==> src/rtl/rx_ipv4.sv <==
// Receive-side IPv4 header parser: validates the header, then forwards exactly the
// payload bytes one cycle after they arrive; pad/FCS is stripped, no backpressure.
module rx_ipv4 #(
   parameter int          OCT      = 8,
   parameter logic [3:0]  IPV4_VER = 4'd4,
   parameter logic [31:0] BCAST_IP = 32'hFFFFFFFF
) (
   input  logic            RX_CLK,
   input  logic            rst,
   input  logic [31:0]     ip_addr,
   input  logic            rx_ethernet_data_v,
   input  logic [OCT-1:0]  rx_ethernet_data,
   output logic            rx_ipv4_hdr_v,
   output logic [31:0]     rx_src_ip,
   output logic [7:0]      rx_protocol,
   output logic [15:0]     rx_ipv4_len,
   output logic            rx_ipv4_data_v,
   output logic [OCT-1:0]  rx_ipv4_data,
   output logic            rx_ipv4_done,
   output logic            rx_ipv4_err
);

   typedef enum logic [2:0] {IDLE, HEADER, PAYLOAD, WAIT_END, DROP} state_t;

   state_t          state;
   logic [5:0]      hcnt;
   logic [3:0]      ver;
   logic [3:0]      ihl;
   logic [OCT-1:0]  hi_byte;
   logic [15:0]     sum;
   logic [15:0]     total_len;
   logic [15:0]     frag;
   logic [7:0]      proto_r;
   logic [31:0]     src_r;
   logic [31:0]     dst_r;
   logic [15:0]     remaining;

   logic [16:0]     s17;
   logic [15:0]     sum_nxt;
   logic [15:0]     tl_n;
   logic [15:0]     frag_n;
   logic [7:0]      proto_n;
   logic [31:0]     src_n;
   logic [31:0]     dst_n;
   logic [15:0]     hdr_bytes;
   logic [5:0]      last_idx;
   logic            last_byte;
   logic            hdr_ok;

   // Field values including the byte being sampled now, so the decision on the
   // final header byte sees the complete header and checksum.
   always_comb begin
      s17       = {1'b0, sum} + {1'b0, hi_byte, rx_ethernet_data};
      sum_nxt   = s17[15:0] + {15'd0, s17[16]};
      tl_n      = total_len;
      frag_n    = frag;
      proto_n   = proto_r;
      src_n     = src_r;
      dst_n     = dst_r;
      case (hcnt)
         6'd2:  tl_n[15:8]    = rx_ethernet_data;
         6'd3:  tl_n[7:0]     = rx_ethernet_data;
         6'd6:  frag_n[15:8]  = rx_ethernet_data;
         6'd7:  frag_n[7:0]   = rx_ethernet_data;
         6'd9:  proto_n       = rx_ethernet_data;
         6'd12: src_n[31:24]  = rx_ethernet_data;
         6'd13: src_n[23:16]  = rx_ethernet_data;
         6'd14: src_n[15:8]   = rx_ethernet_data;
         6'd15: src_n[7:0]    = rx_ethernet_data;
         6'd16: dst_n[31:24]  = rx_ethernet_data;
         6'd17: dst_n[23:16]  = rx_ethernet_data;
         6'd18: dst_n[15:8]   = rx_ethernet_data;
         6'd19: dst_n[7:0]    = rx_ethernet_data;
         default: ;
      endcase
      hdr_bytes = {10'd0, ihl, 2'b00};
      last_idx  = {ihl, 2'b00} - 6'd1;
      last_byte = (hcnt == last_idx);
      hdr_ok    = (ver == IPV4_VER) && (ihl >= 4'd5) && (sum_nxt == 16'hFFFF) &&
                  (tl_n >= hdr_bytes) && ((dst_n == ip_addr) || (dst_n == BCAST_IP)) &&
                  !frag_n[13] && (frag_n[12:0] == 13'd0);
   end

   always_ff @(posedge RX_CLK) begin
      if (rst) begin
         state          <= IDLE;
         hcnt           <= '0;
         ver            <= '0;
         ihl            <= '0;
         hi_byte        <= '0;
         sum            <= '0;
         total_len      <= '0;
         frag           <= '0;
         proto_r        <= '0;
         src_r          <= '0;
         dst_r          <= '0;
         remaining      <= '0;
         rx_ipv4_hdr_v  <= 1'b0;
         rx_src_ip      <= '0;
         rx_protocol    <= '0;
         rx_ipv4_len    <= '0;
         rx_ipv4_data_v <= 1'b0;
         rx_ipv4_data   <= '0;
         rx_ipv4_done   <= 1'b0;
         rx_ipv4_err    <= 1'b0;
      end else begin
         rx_ipv4_hdr_v  <= 1'b0;
         rx_ipv4_data_v <= 1'b0;
         rx_ipv4_done   <= 1'b0;
         rx_ipv4_err    <= 1'b0;
         case (state)
            IDLE: begin
               if (rx_ethernet_data_v) begin
                  ver     <= rx_ethernet_data[7:4];
                  ihl     <= rx_ethernet_data[3:0];
                  hi_byte <= rx_ethernet_data;
                  sum     <= '0;
                  hcnt    <= 6'd1;
                  state   <= HEADER;
               end
            end
            HEADER: begin
               if (!rx_ethernet_data_v) begin
                  rx_ipv4_err <= 1'b1;
                  state       <= IDLE;
               end else begin
                  hcnt      <= hcnt + 6'd1;
                  total_len <= tl_n;
                  frag      <= frag_n;
                  proto_r   <= proto_n;
                  src_r     <= src_n;
                  dst_r     <= dst_n;
                  if (!hcnt[0]) hi_byte <= rx_ethernet_data;
                  else          sum     <= sum_nxt;
                  if (last_byte) begin
                     if (hdr_ok) begin
                        rx_ipv4_hdr_v <= 1'b1;
                        rx_src_ip     <= src_n;
                        rx_protocol   <= proto_n;
                        rx_ipv4_len   <= tl_n - hdr_bytes;
                        remaining     <= tl_n - hdr_bytes;
                        state         <= (tl_n == hdr_bytes) ? WAIT_END : PAYLOAD;
                     end else begin
                        rx_ipv4_err <= 1'b1;
                        state       <= DROP;
                     end
                  end
               end
            end
            PAYLOAD: begin
               if (!rx_ethernet_data_v) begin
                  rx_ipv4_err <= 1'b1;
                  state       <= IDLE;
               end else begin
                  rx_ipv4_data   <= rx_ethernet_data;
                  rx_ipv4_data_v <= 1'b1;
                  remaining      <= remaining - 16'd1;
                  if (remaining == 16'd1) state <= WAIT_END;
               end
            end
            WAIT_END: begin
               if (!rx_ethernet_data_v) begin
                  rx_ipv4_done <= 1'b1;
                  state        <= IDLE;
               end
            end
            DROP: begin
               if (!rx_ethernet_data_v) state <= IDLE;
            end
            default: state <= IDLE;
         endcase
      end
   end

endmodule
==> config.mk <==
export PLATFORM = sky130hd
export DESIGN_NAME = rx_ipv4
export DESIGN_NICKNAME = d
export VERILOG_FILES = /design/src/rtl/rx_ipv4.sv
export SDC_FILE = /design/constraint.sdc
export NUM_CORES = 1
export LEC_CHECK = 0
export BUFFER_PORTS_ARGS = -buffer_cell sky130_fd_sc_hd__buf_2
export CORE_ASPECT_RATIO = 0.7
export CORE_UTILIZATION = 37
export DETAILED_ROUTE_END_ITERATION = 10
export GPL_TIMING_DRIVEN = 0
export MAX_ROUTING_LAYER = met4
export PLACE_DENSITY = 0.61
export SLEW_MARGIN = 40
export SYNTH_ARGS = -nofsm -noshare
export SYNTH_HDL_FRONTEND = slang
export SYNTH_SLANG_ARGS = --single-unit
==> constraint.sdc <==
create_clock -name RX_CLK -period 13.64 [get_ports RX_CLK]
set_input_delay 0 -clock RX_CLK [delete_from_list [all_inputs] [get_ports RX_CLK]]
set_output_delay 0 -clock RX_CLK [all_outputs]
set_load 0.01 [all_outputs]
==> results.md <==
* Status: complete, no violations
* Largest cells by area after synthesis: dfxtp_1, nand2_1, a21oi_1
* Global-route wire length before repair at 68.5 mm
* Root Driver: clkbuf_16
* Most frequent cell after synthesis: nand2_1
* Hold Crit Class: input port to flip-flop
* Row count at 56
* Synth area leader: dfxtp_1
* Via count at 12.8k
* Clk slew on worst S/H paths at approximately 0.06 ns
* Die Ht at approximately 160 um
* Placed cells at 2192
* Synth Flop Type: dfxtp_1
* Max Freq at around 140 MHz
* Worst Path Arrival at 7.35 ns
* DRT iter0 DRCs at 1377
* Routed length per instance at 20.3 um
* PnR worst setup slack at 6.70 ns
* Number of global-route vias before repair at ~12k
* Total power at 1.49 mW
* Syn_nets at 1723
* Final Cell Area at 14500 um2
* Sequential share of the synthesized area at 0.360
* Number of synthesized register bits at 227
* GP Congestion at 0.943
* Core area at approximately 34000 um2
* Flop2flop setup slack at 7.02 ns
* Slew Limit Fails at 0
* Layout Nets at 1860
* Avg Synthesized Cell Area at 7.66 um2
* Post-DRT Antenna Nets at 0
* Mapped Cells at 1648
* Worst reg2reg path depth at 23
* Die X at 223 um
* Post-CTS Hold Fix Bufs at 1
* Final HPWL DP at about 33 mm
* Final period util at 0.509
* Drc violations at 0
* Drt pass-1 iters at 5
* Yosys top cell area share at 0.360
* Longest Clk Path Bufs at 3
* Fraction of registers with async set/reset at 0
* Rel. slew slack at 0.394
* Startpoint types: input port
* Worst Tran Pin Value at 0.910 ns
* Input/output buffers at 109
* Leakage power at 5.51 nW
* Non-filler cells, final at 2235
* CTS tree: yes
* Grt ovf at 0
* H-tree Lvls at 1
* Req. time, crit path at roughly 14 ns
* Clk_skew at 0.0305 ns
* Post-synth EDFFs at 0
* CP Capture Type: flip-flop
* PwrDens at 103 nW/um2
* ANT cells at 0
* Starting Density at 0.376
* Routed Wire Length at between 40 and 50 mm
* Num Clock Sinks at 227
* Layout area overhead at 14.8%
* Critical path launch point: rx_ethernet_data[1]
* Largest net degree at the start of global routing at 14
* Post_cts resized at 0
* Fraction of layout cells with a size suffix above 1 at 0.119
* Crit path max fanout at 10
* Synth warn at 0
* Distinct cells, synth at 83
* Filler cells at between 3k and 4k
* Gr usage total at 0.261
* Post-synth top cells: nand2_1, dfxtp_1, nor2_1
* Hold_ws at 0.0459 ns
* Antenna violations before repair at 0
* Launching point of the worst reg2reg path: sum[0]
* # setup viols final at 0
* Die area at 34900 um2
* RSZ-0062 raised after global routing: false
* Critical path type: input port to flip-flop
* # Max-Cap Violations at 0
* Tmin final at 6.94 ns
* Worst-Skew Late Latency at 0.57 ns
* IO Count at 111
* Final hold vios at 0
* Post-DP Area at 13700 um2
* Setup TNS at 0 ns
* Drt via density at 5.73
* Setup bufs post-CTS at 0
* Peak VDD IR at ~0.000081 V
* Hold Crit Start: rx_ethernet_data[0]
* Crit path capture: remaining[4]
* Mapped Area at 12600 um2
* Reg-to-Reg End: remaining[4]
* Pre-CTS WS at 6.29 ns
* Final Core Density at 0.432
* CTS buffer count at 24
logic make-up (layout without fill, tap and decap cells):
kind of cell,count (synthesis),in the layout,share of synthesized area
AOI/OAI and AO/OA,398,398,0.210
muxes,63,63,0.0503
buffers and inverters,167,319,0.0543
adders and majority gates,32,32,0.0329
xor gates and xnor gates,67,67,0.0465
DFF,227,227,0.360
and+or+nand+nor,694,694,0.246
worst max-delay path: stages:
cell and delay, ns:
buf_2 0.10, clkbuf_1 0.43, clkinv_1 0.67, fa_1 0.66, nand2b_1 0.22, a2111o_1 0.47, nand2_1 0.12, nand4_1 0.11
a41oi_1 0.52, a21o_1 0.20, a21o_1 0.13, ha_1 0.18, ha_1 0.19, nand4b_1 0.11, a2111oi_0 0.59, o2111ai_1 0.29
nand2b_1 0.23, nor4b_1 0.48, nand3_1 0.13, nor4_1 0.40, nand4b_1 0.49, buf_2 0.36, a21oi_1 0.18, o32ai_1 0.10
where the power goes:
part           switching (mW)  leakage (nW)  internal, mW  total [mW]
combinational           0.122          3.32        0.0510       0.173
clock                   0.289         0.363         0.350       0.639
sequential            0.00470          1.83         0.668       0.673
worst min path at each step:
stage	to	slack, ns	cells after the start
5_1_grt	sum[0]	0.1	5
2_1_floorplan	state[2]	0.20	2
4_1_cts	sum[0]	0.05	5
3_5_place_dp	rx_ipv4_err	0.40	1
6_report	sum[0]	0.05	5
3_3_place_gp	rx_ipv4_hdr_v	0.40	1
per-layer routing:
layer,global-route usage,up-vias,part of all wire
li1,-,6073,-
met1,0.373,6119,0.47
met2,0.366,547,0.41
met3,0.0558,70,0.093
met4,0.0696,0,0.023
met5,-,-,0
sequential cells by signal (all words and copies together), names as in the netlist, 14 cells and up:
signal       count
remaining       16
total_len       16
frag            14
rx_ipv4_len     16
rx_src_ip       32
dst_r           32
src_r           32
sum             16
cells in the final DEF (no fill, tap or decap), types with 14 or more instances in the layout:
cell         n
nand2_1    308
dfxtp_1    227
nor2_1     189
a21oi_1    181
buf_2      129
clkbuf_1    86
mux2i_1     60
inv_1       52
nand3_1     52
xnor2_1     45
o21ai_0     37
a211oi_1    32
ha_1        30
nor3_1      29
clkbuf_16   24
xor2_1      22
a211oi_2    21
nand4_1     20
nor4_1      19
a22oi_1     14
final cells by class:
| cell class | instances | area [um2] | area share |
|---|---|---|---|
| inverters | 55 | 206 | 0.0142 |
| plain buffers | 112 | 485 | 0.0335 |
| clock inverters | 10 | 103 | 0.00708 |
| well taps | 435 | 544 | 0.0376 |
| flip-flops and latches | 227 | 4540 | 0.314 |
| multi-input cells | 1254 | 7400 | 0.511 |
| clock buffers | 31 | 637 | 0.0440 |
| repair buffers | 111 | 567 | 0.0391 |
Power figures use the tool's default switching activity.
